$ cat config.mk
export PLATFORM = sky130hd
export DESIGN_NAME = reg_file_cfg
export DESIGN_NICKNAME = d
export VERILOG_FILES = /design/src/rtl/reg_file_cfg.sv
export SDC_FILE = /design/constraint.sdc
export NUM_CORES = 1
export LEC_CHECK = 0
export BUFFER_PORTS_ARGS = -buffer_cell sky130_fd_sc_hd__buf_2
export CELL_PAD_IN_SITES_DETAIL_PLACEMENT = 1
export CELL_PAD_IN_SITES_GLOBAL_PLACEMENT = 1
export CORE_MARGIN = 5
export CORE_UTILIZATION = 30
export CTS_CLUSTER_SIZE = 8
export DETAILED_ROUTE_END_ITERATION = 10
export HOLD_SLACK_MARGIN = 0.06
export PLACE_DENSITY = 0.58
export REMOVE_ABC_BUFFERS = 1
export SYNTH_ARGS = -nofsm -noshare
export SYNTH_HDL_FRONTEND = slang
export SYNTH_SLANG_ARGS = --single-unit
$ cat constraint.sdc
create_clock -name CLK -period 6.1 [get_ports CLK]
set_input_delay 1.22 -clock CLK [delete_from_list [all_inputs] [get_ports CLK]]
set_output_delay 1.22 -clock CLK [all_outputs]
set_load 0.1 [all_outputs]
$ cat src/rtl/reg_file_cfg.sv
// ---------------------------------------------------------------------------
// reg_file_cfg
//
// Parametrised configuration register file. It sits between the system
// controller and the UART / clock-divider configuration consumers.
//
// Features:
//   - separate write and read ports
//   - byte-strobed writes
//   - per-register write protection (WP_MASK)
//   - programmable reset values (RESET_VECTOR)
//   - 1- or 2-cycle read pipeline (RD_LATENCY)
//   - access-error flags for out-of-range or protected accesses
//   - continuously exported low registers, each with an update pulse
//
// Ports:
//   CLK, RST      clock, asynchronous active-high reset
//   WrEn          write request
//   WrAddr        write address
//   WrData        write data
//   WrStrb        byte enables for the write
//   RdEn          read request
//   RdAddr        read address
//   RdData        read data; holds its last value while RdData_valid=0
//   RdData_valid  one-cycle qualifier for RdData and RdErr
//   RdErr         read address was >= DEPTH (RdData is 0 in that case)
//   WrErr         one-cycle pulse, the cycle after a rejected write
//   REG_EXPORT    registers 0..NUM_EXPORT-1, register i at
//                 [i*DATA_WIDTH +: DATA_WIDTH]
//   REG_UPDATED   per export register: one-cycle pulse after an accepted
//                 write that changed its value
//
// Handshake: neither port has a ready signal.
//   - A write is consumed on every CLK edge where WrEn=1.
//   - A read is consumed on every CLK edge where RdEn=1, so reads may be
//     issued back to back every cycle.
//   - Each accepted read produces exactly one RdData_valid pulse,
//     RD_LATENCY cycles later, in issue order.
//   - There is no back-pressure on the read return.
// ---------------------------------------------------------------------------
module reg_file_cfg #(
  parameter int DATA_WIDTH = 8,
  parameter int ADDR_WIDTH = 4,
  parameter int DEPTH      = 16,
  parameter int NUM_EXPORT = 4,
  parameter int RD_LATENCY = 1,
  parameter logic [DEPTH*DATA_WIDTH-1:0] RESET_VECTOR =
    ((DEPTH*DATA_WIDTH)'(8'h81) << (2*DATA_WIDTH)) |
    ((DEPTH*DATA_WIDTH)'(8'h20) << (3*DATA_WIDTH)),
  parameter logic [DEPTH-1:0] WP_MASK = '0
) (
  input  logic                             CLK,
  input  logic                             RST,
  input  logic                             WrEn,
  input  logic [ADDR_WIDTH-1:0]            WrAddr,
  input  logic [DATA_WIDTH-1:0]            WrData,
  input  logic [DATA_WIDTH/8-1:0]          WrStrb,
  input  logic                             RdEn,
  input  logic [ADDR_WIDTH-1:0]            RdAddr,
  output logic [DATA_WIDTH-1:0]            RdData,
  output logic                             RdData_valid,
  output logic                             RdErr,
  output logic                             WrErr,
  output logic [NUM_EXPORT*DATA_WIDTH-1:0] REG_EXPORT,
  output logic [NUM_EXPORT-1:0]            REG_UPDATED
);

  localparam int NUM_BYTES = DATA_WIDTH / 8;

  // Register storage
  logic [DATA_WIDTH-1:0] regs [DEPTH];

  // Write-side decode
  logic                  wr_hit;      // WrAddr names an implemented register
  logic                  wr_prot;     // addressed register is protected
  logic [DATA_WIDTH-1:0] wr_old;      // current value of addressed register
  logic [DATA_WIDTH-1:0] strb_mask;   // WrStrb expanded to bit granularity
  logic [DATA_WIDTH-1:0] wr_merged;   // value the register takes on accept
  logic                  wr_accept;
  logic                  wr_reject;
  logic [NUM_EXPORT-1:0] upd_next;

  // Read-side decode and first pipeline stage
  logic                  rd_hit;
  logic [DATA_WIDTH-1:0] rd_word;
  logic                  rd_v1;
  logic [DATA_WIDTH-1:0] rd_d1;
  logic                  rd_e1;

  // -------------------------------------------------------------------------
  // Address decode.
  // Both addresses are compared against each implemented index, rather than
  // indexing the array directly. An address >= DEPTH then simply fails to
  // hit, and never reaches past the end of the storage.
  // -------------------------------------------------------------------------
  always_comb begin
    wr_hit  = 1'b0;
    wr_prot = 1'b0;
    wr_old  = '0;
    rd_hit  = 1'b0;
    rd_word = '0;
    for (int i = 0; i < DEPTH; i++) begin
      if (WrAddr == ADDR_WIDTH'(i)) begin
        wr_hit  = 1'b1;
        wr_prot = WP_MASK[i];
        wr_old  = regs[i];
      end
      if (RdAddr == ADDR_WIDTH'(i)) begin
        rd_hit  = 1'b1;
        rd_word = regs[i];
      end
    end
  end

  always_comb begin
    strb_mask = '0;
    for (int k = 0; k < NUM_BYTES; k++) begin
      strb_mask[k*8 +: 8] = {8{WrStrb[k]}};
    end
  end

  assign wr_merged = (wr_old & ~strb_mask) | (WrData & strb_mask);

  // WrStrb=0 to a writable register counts as accepted. It changes nothing,
  // so it produces neither an error nor an update pulse.
  assign wr_accept = WrEn &  (wr_hit & ~wr_prot);
  assign wr_reject = WrEn & ~(wr_hit & ~wr_prot);

  always_comb begin
    upd_next = '0;
    for (int i = 0; i < NUM_EXPORT; i++) begin
      upd_next[i] = wr_accept && (WrAddr == ADDR_WIDTH'(i)) &&
                    (wr_merged != wr_old);
    end
  end

  // -------------------------------------------------------------------------
  // Register array.
  // Protected registers are excluded from the write condition itself, so
  // they hold their reset value by construction.
  // -------------------------------------------------------------------------
  always_ff @(posedge CLK or posedge RST) begin
    if (RST) begin
      for (int i = 0; i < DEPTH; i++) begin
        regs[i] <= RESET_VECTOR[i*DATA_WIDTH +: DATA_WIDTH];
      end
    end else if (wr_accept) begin
      for (int i = 0; i < DEPTH; i++) begin
        if ((WrAddr == ADDR_WIDTH'(i)) && !WP_MASK[i]) begin
          regs[i] <= wr_merged;
        end
      end
    end
  end

  // Write status pulses
  always_ff @(posedge CLK or posedge RST) begin
    if (RST) begin
      WrErr       <= 1'b0;
      REG_UPDATED <= '0;
    end else begin
      WrErr       <= wr_reject;
      REG_UPDATED <= upd_next;
    end
  end

  // -------------------------------------------------------------------------
  // Read stage 1.
  // The array is sampled on the same edge that may also write it. A read
  // that coincides with a write to the same address therefore returns the
  // pre-write value.
  // Data and error only load on an accepted read, so they hold between
  // reads.
  // -------------------------------------------------------------------------
  always_ff @(posedge CLK or posedge RST) begin
    if (RST) begin
      rd_v1 <= 1'b0;
      rd_d1 <= '0;
      rd_e1 <= 1'b0;
    end else begin
      rd_v1 <= RdEn;
      if (RdEn) begin
        rd_d1 <= rd_hit ? rd_word : '0;
        rd_e1 <= ~rd_hit;
      end
    end
  end

  generate
    if (RD_LATENCY == 2) begin : g_rd_lat2
      // An extra output register. Stage 1 still samples on the same edge
      // as in the single-cycle configuration, so only the return is delayed.
      logic                  rd_v2;
      logic [DATA_WIDTH-1:0] rd_d2;
      logic                  rd_e2;

      always_ff @(posedge CLK or posedge RST) begin
        if (RST) begin
          rd_v2 <= 1'b0;
          rd_d2 <= '0;
          rd_e2 <= 1'b0;
        end else begin
          rd_v2 <= rd_v1;
          if (rd_v1) begin
            rd_d2 <= rd_d1;
            rd_e2 <= rd_e1;
          end
        end
      end

      assign RdData       = rd_d2;
      assign RdData_valid = rd_v2;
      assign RdErr        = rd_e2;
    end else begin : g_rd_lat1
      assign RdData       = rd_d1;
      assign RdData_valid = rd_v1;
      assign RdErr        = rd_e1;
    end
  endgenerate

  // Exported registers: straight from register state, no added latency.
  generate
    for (genvar g = 0; g < NUM_EXPORT; g++) begin : g_export
      assign REG_EXPORT[g*DATA_WIDTH +: DATA_WIDTH] = regs[g];
    end
  endgenerate

endmodule

Word-level counts from Yosys, hierarchy flattened
Index checks and enable logic that the tools add are counted.
Widths: inputs -> output; s select.
Storage, ports and cells
  register bits after elaboration: 143
  input port bits: 21
  word-level logic and storage cells: 151
Cells by class
  equality and inequality tests: 31
  multiplexer cells: 65
  bitwise logic cells: 8
  reductions and logical operators: 26
Operators by type and width (count)
  $mux 8: 33
  $eq 4x4->1 const B: 16
  $eq 4x3->1 const B: 8
  $mux 1: 32
  $reduce_and 2->1: 16
  $and 8x8->8: 2
  $eq 4x2->1 const B: 4
  $eq 4x1->1 const B: 2
  $logic_and 1x1->1: 8
  $logic_not 4->1: 2
  $ne 8x8->1: 1
  $not 8->8: 1
  $or 8x8->8: 1
  $and 1x1->1: 2
  $not 1->1: 2

Longest topological paths before layout
Gate-level depths: netlist of run 1.
  depth after elaboration: 21
  mapped depth: 13
  depth with buffers taken out: 7

Worst setup path after synthesis of run 1
No wires, ideal clock.
  path kind: input to register
  start: input WrAddr[0]
  end: register REG_UPDATED[0]
  library setup time: 0.152 ns
  data arrival time: 3.090 ns
  setup slack: 2.858 ns
  cell stages on the path: 12
  path buffers: 5
  path through: buf_6 > buf_6 > buf_8 > buf_6 > buf_4 > mux2i_1 > nand2_1 > a21oi_1 > mux2i_1 > o2111ai_1 > nor4_1 > a211oi_1
On the way
  cells in the longest elaborated chain, start to end: 21
RTL lines
  start: declaration: RTL line 55  | input logic [ADDR_WIDTH-1:0] WrAddr,
  $logic_not 4->1: RTL line 103, 132
  $mux 8 (16 in a row): RTL line 103  | if (WrAddr == ADDR_WIDTH'(i)) begin
  $and 8x8->8: RTL line 122  | assign wr_merged = (wr_old & ~strb_mask) | (WrData & strb_mask);
  $or 8x8->8: RTL line 122
  $ne 8x8->1: RTL line 133  | (wr_merged != wr_old);
  $logic_and 1x1->1 (*): RTL line 132  | upd_next[i] = wr_accept && (WrAddr == ADDR_WIDTH'(i)) &&
  net upd_next[0]: RTL line 81  | logic [NUM_EXPORT-1:0] upd_next;
  end signal: assignment: RTL line 163  | REG_UPDATED <= upd_next;
  end: declaration: RTL line 65  | output logic [NUM_EXPORT-1:0] REG_UPDATED
The timed path passes the listed nets; every way through them passes the cells marked *.
A chain may end at the register's enable or synchronous reset.

Worst setup path after layout of run 1
  start: input WrAddr[1]
  end: register REG_UPDATED[0]
The elaborated chain is that of the path after synthesis.

==> results of run 1 <==
where the power goes:
group | switching [mW] | internal (mW) | leakage, nW
logic | 0.929 | 0.391 | 1.97
registers | 0.244 | 1.19 | 1.74
clock network | 0.448 | 0.687 | 0.298
cell type report:
cell class	instances	area share
timing repair buffer	95	0.0569
clock buffer	19	0.0451
multi-input combinational	629	0.451
sequential	143	0.373
tap	378	0.0493
clock inverter	12	0.0193
inverter	13	0.00561
through the flow:
step	hold WS, ps	instance area [um^2]
floorplan	450	7940
global placement	459	8980
detailed placement	466	8980
CTS	481	9600
global route	502	9600
finish	476	9600
critical path, delay by kind of cell:
kind / cells / cell delay [ps]
AOI/OAI and AO/OA: 5 / 1060
and+or+nand+nor: 2 / 1400
buffers and inverters: 1 / 310
cell usage in the layout, fill, tap and decap left out, types with 10 or more instances in the layout:
cell type  netlist  final
a21oi_1         97     97
a22oi_1         10     10
buf_2           14     67
buf_4           34     28
clkbuf_16        0     17
dfrtp_1        140    140
mux2_2          81     81
mux2i_1         23     23
nand2_1         62     62
nand2b_1        10     10
nand3_1         14     14
nor2_1          92     92
nor2b_1         15     15
nor3_1          14     11
o21ai_0         54     54
path summary, 6_finish.rpt:
| check | from | endpoint | depth (start not counted) |
|---|---|---|---|
| min in group asynchronous | RST | REG_EXPORT[19] | 2 |
| min | RdData[5] | RdData[5] | 1 |
| max reg2reg | regs[73] | regs[25] | 7 |
| max in group asynchronous | RST | regs[32] | 3 |
| min reg2reg | RdData[5] | RdData[5] | 1 |
| max | WrAddr[1] | REG_UPDATED[0] | 8 |
kinds of logic (layout without fill, tap and decap cells):
| group | count (synthesis) | in the layout | share of synthesized area |
|---|---|---|---|
| muxes | 121 | 121 | 0.169 |
| DFF | 143 | 143 | 0.418 |
| other | 1 | 1 | 0.000438 |
| xor gates and xnor gates | 3 | 3 | 0.00307 |
| and+or+nand+nor | 239 | 239 | 0.129 |
| AOI/OAI and AO/OA | 265 | 265 | 0.201 |
| buffers and inverters | 118 | 139 | 0.0787 |
state kept, by name, indices dropped and copies added, names as in the netlist:
register	cells
RdErr	1
REG_EXPORT	32
RdData_valid	1
REG_UPDATED	4
regs	96
WrErr	1
RdData	8
metal layers:
layer,routed length (um),track usage
met5,0,0
met1,14600,0.283
met4,928,0.0726
met3,1710,0.0325
met2,14900,0.326
==> results.md, run 1 <==
* Port-buffer cells at 67
* Max stage delay cell, worst path: nor2b_1
* CTS tree: done
* Commonest cells in the synthesized netlist: dfrtp_1, a21oi_1, nor2_1
* Gate Count Post-Synth at 890
* Crit Path Category: in -> reg
* Crit-path max FO at 31
* Worst VDD drop at 0.185 mV
* Die height at 179 um
* DP Cell Count at 1258
* Largest cells by area after synthesis: dfrtp_1, mux2_2, a21oi_1
* Critical Path Source Type: input port
* HPWL after detailed placement at 22.5 mm
* Status: finished clean
* Average instance area after synthesis at 9.62 um^2
* Vias per cell at 5.61
* Final setup margin at 2360 ps
* Ys Warns at 0
* Routed Antenna Nets at 0
* Root Driver: clkbuf_16
* Crit path capture type: register
* Worst EP required at 6380 ps
* Period minus WS final at 3740 ps
* Worst Tran Pin Value at 1030 ps
* CTS clk-pin slew, worst paths at 70 ps
* Worst min path class: reg -> reg
* Vias at 7227
* Worst path max stage delay at 890 ps
* LEAKAGE at 4.00 nW
* Crit path arrival time at 4020 ps
* DRC violations left at 0
* Growth of design area from synthesis to finish at 12.0%
* Async SR Flop Fraction at 1.00
* Max cap viols at 0
* Clk buf depth at 2
* Routed WL at 32.2 mm
* Post-synthesis cell area at 0.00856 mm^2
* Slew Viols, Final at 0
* Post-CTS Hold Fix Bufs at 0
* Starting Density at 0.306
* Antenna Diode Count at 0
* GRT overflow at 0
* Drt pass-1 iters at 5
* First-pass GRT wire length at 48.8 mm
* Post-synthesis register bit count at 143
* Num Clock Sinks at 143
* Post-CTS sizing at 0
* Fill count at 3240
* Total die area at 0.0320 mm^2
* Row count at 61
* Initial drt markers at 580
* Total GRT Usage at 0.205
* Area of the multi-input gates at 0.00432 mm^2
* Final Hold Viols at 0
* Setup Viol. Count Final at 0
* Clk_lat worst skew at 440 ps
* Sequential cell area at 0.00358 mm^2
* Ratio of final minimum period to clock period at 0.613
* Crit-path cells: buf_2, nor2b_1, a221o_1, a21boi_1, o311ai_0, o2111ai_1, nor4_1, a211oi_1
* Clock Skews at 12.5 ps
* Setup TNS at 0 ps
* Share of the synthesized area in the top cell type at 0.409
* Gpl congestion at 0.898
* CTS Buf Count at 17
* Max Fclk at 268 MHz
* Most frequent cell after synthesis: dfrtp_1
* Cell Pwr Density at 405 mW/mm^2
* Total Nets Final at 920
* Postcts setup bufs at 0
* CORE AREA at 0.0280 mm^2
* Top FF cell, synth: dfrtp_1
* Seq/Total Area, Yosys at 0.418
* Post-synth top area cell: dfrtp_1
* Io pins at 68
* Relative slew slack at 0.310
* Post-synth EDFFs at 0
* Vias in the first global route at 7527
* Die X at 179 um
* RSZ-0062 raised after global routing: false
* Cell variety after synth at 80
* Routed len/inst at 25.0 um
* Util after Layout at 0.343
* Total power at 3.89 mW
* Pin count of the biggest net entering global routing at 106
* Worst slack, placed at 1990 ps
* Antenna violations before repair at 0
* H-tree Lvls at 4
* Post-Layout Cell Count at 1289
* Share of layout cells above drive strength 1 at 0.262
* Setup slack, reg-to-reg at 3650 ps
Power figures use the tool's default switching activity.
==> inputs of run 2 (changes only) <==
Clock period 6.1 ns to 3.5 ns, I/O delays scaled along.
==> run 2 against run 1 <==
Clock-buffer cell count unchanged. Final area is 3.6% higher. Die area did not move. Largest cell class unchanged. Largest power group unchanged.
==> results.md, run 2 (synthesized netlist as in run 1, its figures left out) <==
* LEAKAGE at 4.21 nW
* Routed Antenna Nets at 0
* GRT overflow at 0
* Util after Layout at 0.355
* CTS Buf Count at 17
* Drt pass-1 iters at 5
* Critical Path Source Type: input port
* Worst path max stage delay at 630 ps
* Worst min path class: in -> async
* Max stage delay cell, worst path: o311ai_1
* Worst Tran Pin Value at 1050 ps
* Row count at 61
* Port-buffer cells at 67
* Crit-path leading delay family: simple AND/OR/NAND/NOR gates
* Crit-path cells: buf_2, inv_1, and3_1, o311ai_1, and4b_1, nor4_1, nor4_1, a211oi_1
* Period minus WS final at 2980 ps
* Post-CTS sizing at 0
* Slew Viols, Final at 0
* Worst VDD drop at 0.334 mV
* Total GRT Usage at 0.216
* Cell Pwr Density at 686 mW/mm^2
* Final Hold Viols at 0
* RSZ-0062 raised after global routing: false
* Area of the multi-input gates at 0.00432 mm^2
* Vias at 7416
* Clk_lat worst skew at 440 ps
* Status: finished clean
* Vias per cell at 5.56
* Crit Path Category: in -> reg
* Worst slack, placed at 127 ps
* DRC violations left at 0
* Max Fclk at 335 MHz
* Crit-path max FO at 17
* First-pass GRT wire length at 50.9 mm
* Most flops, register: regs
* Fill count at 3229
* Total Nets Final at 963
* Total die area at 0.0320 mm^2
* Pin count of the biggest net entering global routing at 57
* Crit path arrival time at 3270 ps
* CP bufs+invs at 2
* Final setup margin at 517 ps
* Num Clock Sinks at 143
* Initial drt markers at 622
* Io pins at 68
* Sequential cell area at 0.00358 mm^2
* Root Driver: clkbuf_16
* Clk buf depth at 2
* Routed len/inst at 25.1 um
* Gpl congestion at 0.893
* H-tree Lvls at 4
* Die height at 179 um
* Growth of design area from synthesis to finish at 16.1%
* CTS clk-pin slew, worst paths at 70 ps
* Starting Density at 0.306
* Number of flip-flops in the largest register at 96
* HPWL after detailed placement at 24.4 mm
* Clock Skews at 9.47 ps
* Routed WL at 33.5 mm
* CORE AREA at 0.0280 mm^2
* Commonest non-fill, non-tap cell in the layout: dfrtp_1
* CTS tree: done
* Postcts setup bufs at 0
* Post-CTS Hold Fix Bufs at 0
* Share of layout cells above drive strength 1 at 0.298
* Relative slew slack at 0.299
* Most frequent cells in the layout: dfrtp_1, a21oi_1, nor2_1
* Vias in the first global route at 7718
* Crit path capture type: register
* Die X at 179 um
* Ratio of final minimum period to clock period at 0.852
* Worst hold margin at 300 ps
* Setup TNS at 0 ps
* Worst EP required at 3790 ps
* Cell repeated most along the worst path: nor4_1
* Max cap viols at 0
* Setup Viol. Count Final at 0
* Antenna violations before repair at 0
[run 2: cell types whose count changed in the layout (fill, tap and decap cells not counted), sizes merged]
cell      previous run  this run
bufinv               4         2
inv                 11        15
clkinvlp             1         3
clkinv               9         6
diode                0         1
buf                 95       138
[run 2: area by class of cell]
cell class                      instances  area share
Multi-Input combinational cell        629       0.435
Sequential cell                       143       0.360
Timing Repair Buffer                  138      0.0911
Tap cell                              378      0.0476
Clock buffer                           19      0.0455
Clock inverter                         13      0.0152
Inverter                               13     0.00541
Antenna cell                            1    0.000252
[run 2: worst register-to-register path, stage by stage, from the launching register on]
cell and delay [ps]:
dfrtp_1 440, mux2i_1 190, nor2b_1 90, o311ai_1 670, and4b_1 300, nor4_1 60
nor4_1 580, a211oi_1 160
[run 2: per-layer routing]
metal | part of all wire | vias to the layer above | GRT usage
li1 | - | 3320 | -
met1 | 0.45 | 3778 | 0.291
met2 | 0.46 | 234 | 0.338
met3 | 0.056 | 84 | 0.0479
met4 | 0.040 | 0 | 0.0857
met5 | 0 | - | 0
[run 2: worst paths after layout]
kind                           startpoint        endpoint  slack [ps]  cells after the start
hold / removal                        RST  REG_EXPORT[20]         300                      2
max in group asynchronous             RST  REG_EXPORT[23]        2290                      3
setup reg to reg           REG_EXPORT[27]  REG_UPDATED[0]         870                      7
hold reg to reg                 RdData[5]       RdData[5]         490                      1
setup / recovery                WrAddr[2]  REG_UPDATED[0]         520                      8
min in group CLK                RdData[5]       RdData[5]         490                      1
[run 2: per-stage QoR]
stage | power, mW | area (um^2) | instances
6_report | 6.82 | 9940 | 1334
5_1_grt | 7.13 | 9940 | 1333
4_1_cts | 6.85 | 9940 | 1333
3_5_place_dp | 4.91 | 9340 | 1301
3_3_place_gp | 4.88 | 9340 | 1301
2_1_floorplan | 4.12 | 7940 | 785
[run 2: where the power goes]
group | internal [mW] | leakage [nW] | switching, mW
clock network | 1.10 | 0.289 | 0.825
logic | 0.723 | 2.19 | 1.65
registers | 2.07 | 1.74 | 0.443
==> inputs of run 3 (changes only) <==
==> constraint.sdc (replaced) <==
create_clock -name CLK -period 3.5 [get_ports CLK]
set_input_delay 1.05 -clock CLK [delete_from_list [all_inputs] [get_ports CLK]]
set_output_delay 1.05 -clock CLK [all_outputs]
set_load 0.1 [all_outputs]
==> run 3 against run 2 <==
Worst hold slack better by 180 ps. Die area stayed put. First-iteration DRC count is 21% lower. Clock skew hardly changed. Total power is 1.3% lower. Setup slack worse by 190 ps. Core utilization is 0.21 points higher. Register-to-register slack better by 180 ps. Sequential share of layout area is 0.21 points lower. Largest cell class unchanged. Largest power group unchanged.
==> results.md, run 3 (synthesized netlist as in run 1, its figures left out) <==
* Number of flip-flops in the largest register at 96
* DP Cell Count at 1312
* Starting Density at 0.306
* Sequential cell area at 0.00358 mm^2
* Clock Skews at 9.88 ps
* Postcts setup bufs at 0
* Worst EP required at 3810 ps
* Root Driver: clkbuf_16
* Pin count of the biggest net entering global routing at 63
* Finished layout cell area at 0.0100 mm^2
* Placed cell areas at 0.00943 mm^2
* Worst VDD drop at 0.412 mV
* Routed WL at 33.1 mm
* Row count at 61
* CTS Buf Count at 17
* Critical Path Source Type: input port
* HPWL after detailed placement at 24.4 mm
* Initial drt markers at 494
* Vias at 7431
* CORE AREA at 0.0280 mm^2
* Post-CTS Hold Fix Bufs at 0
* Fill count at 3182
* Die X at 179 um
* Share of layout cells above drive strength 1 at 0.304
* Final Hold Viols at 0
* Antenna Diode Count at 0
* Hold path depth at 2
* Clk_lat worst skew at 440 ps
* Routed len/inst at 24.6 um
* Die height at 179 um
* LEAKAGE at 4.26 nW
* Post-CTS sizing at 0
* Max cap viols at 0
* Crit Path Category: in -> reg
* Period minus WS final at 3180 ps
* CTS tree: done
* Total die area at 0.0320 mm^2
* Relative slew slack at 0.558
* First-pass GRT wire length at 51.0 mm
* Growth of design area from synthesis to finish at 16.8%
* Crit path arrival time at 3480 ps
* Vias in the first global route at 7783
* Crit path capture type: register
* H-tree Lvls at 4
* CTS clk-pin slew, worst paths at 60 ps
* Most flops, register: regs
* Vias per cell at 5.53
* Worst slack, placed at -64.0 ps
* Num Clock Sinks at 143
* Max stage delay cell, worst path: o311ai_1
* Antenna violations before repair at 1
* Post-Layout Cell Count at 1344
* Worst min path class: reg -> reg
* Crit-path cells: buf_2, buf_4, mux2i_1, nor2b_1, o311ai_1, buf_4, and4b_1, nor4_1, nor4_1, buf_4, a21oi_1
* Routed Antenna Nets at 0
* Commonest non-fill, non-tap cell in the layout: dfrtp_1
* Io pins at 68
* Drt pass-1 iters at 5
* Worst Tran Pin Value at 661 ps
* Total Nets Final at 974
* Worst path max stage delay at 490 ps
* Most frequent cells in the layout: dfrtp_1, a21oi_1, nor2_1
* Worst reg2reg path depth at 8
* Clk buf depth at 2
* Cell Pwr Density at 673 mW/mm^2
* Gpl congestion at 0.892
* Crit-path max FO at 19
* Area of the multi-input gates at 0.00432 mm^2
* RSZ-0062 raised after global routing: false
* DRC violations left at 0
* Total GRT Usage at 0.213
* Setup Viol. Count Final at 0
* Max Fclk at 315 MHz
* Final setup margin at 322 ps
* Slew Viols, Final at 0
* Cell repeated most along the worst path: buf_4
* Port-buffer cells at 67
* Status: finished clean
* GRT overflow at 0
* Setup TNS at 0 ps
* Ratio of final minimum period to clock period at 0.908
run 3: path summary, 6_finish.rpt:
check	from	slack [ps]	to
max reg2reg	regs[66]	1050	regs[26]
min	regs[93]	480	regs[93]
max	WrAddr[0]	320	REG_UPDATED[1]
min reg2reg	regs[93]	480	regs[93]
min in group asynchronous	RST	660	REG_EXPORT[4]
max in group asynchronous	RST	1970	REG_EXPORT[23]
run 3: power breakdown:
part           leakage, nW  internal [mW]  switching, mW
sequential            1.74           2.08          0.430
combinational         2.25          0.735           1.65
clock                0.274           1.05          0.787
total                 4.26           3.86           2.87
run 3: area by class of cell:
type	count	area share
clock buffer	19	0.0433
clock inverter	13	0.0138
inverter	13	0.00538
multi-input combinational	629	0.432
sequential	143	0.358
tap	378	0.0473
timing repair buffer	149	0.100
run 3: per-layer routing:
| layer | track usage | wire length (um) |
|---|---|---|
| met4 | 0.0611 | 833 |
| met1 | 0.292 | 14900 |
| met3 | 0.0377 | 1730 |
| met5 | 0 | 13 |
| met2 | 0.345 | 15500 |
run 3: critical path, delay by kind of cell:
family                 cells  cell delay (ps)
buffers and inverters      4              890
AOI/OAI and AO/OA          2              550
and+or+nand+nor            4              650
muxes                      1              320
run 3: through the flow:
step | utilization | power (mW) | hold slack (ps)
floorplan | - | 4.12 | 450
global placement | 0.337 | 4.88 | 458
detailed placement | 0.337 | 4.92 | 471
CTS | 0.357 | 6.77 | 484
global route | 0.357 | 7.04 | 518
finish | 0.357 | 6.73 | 482
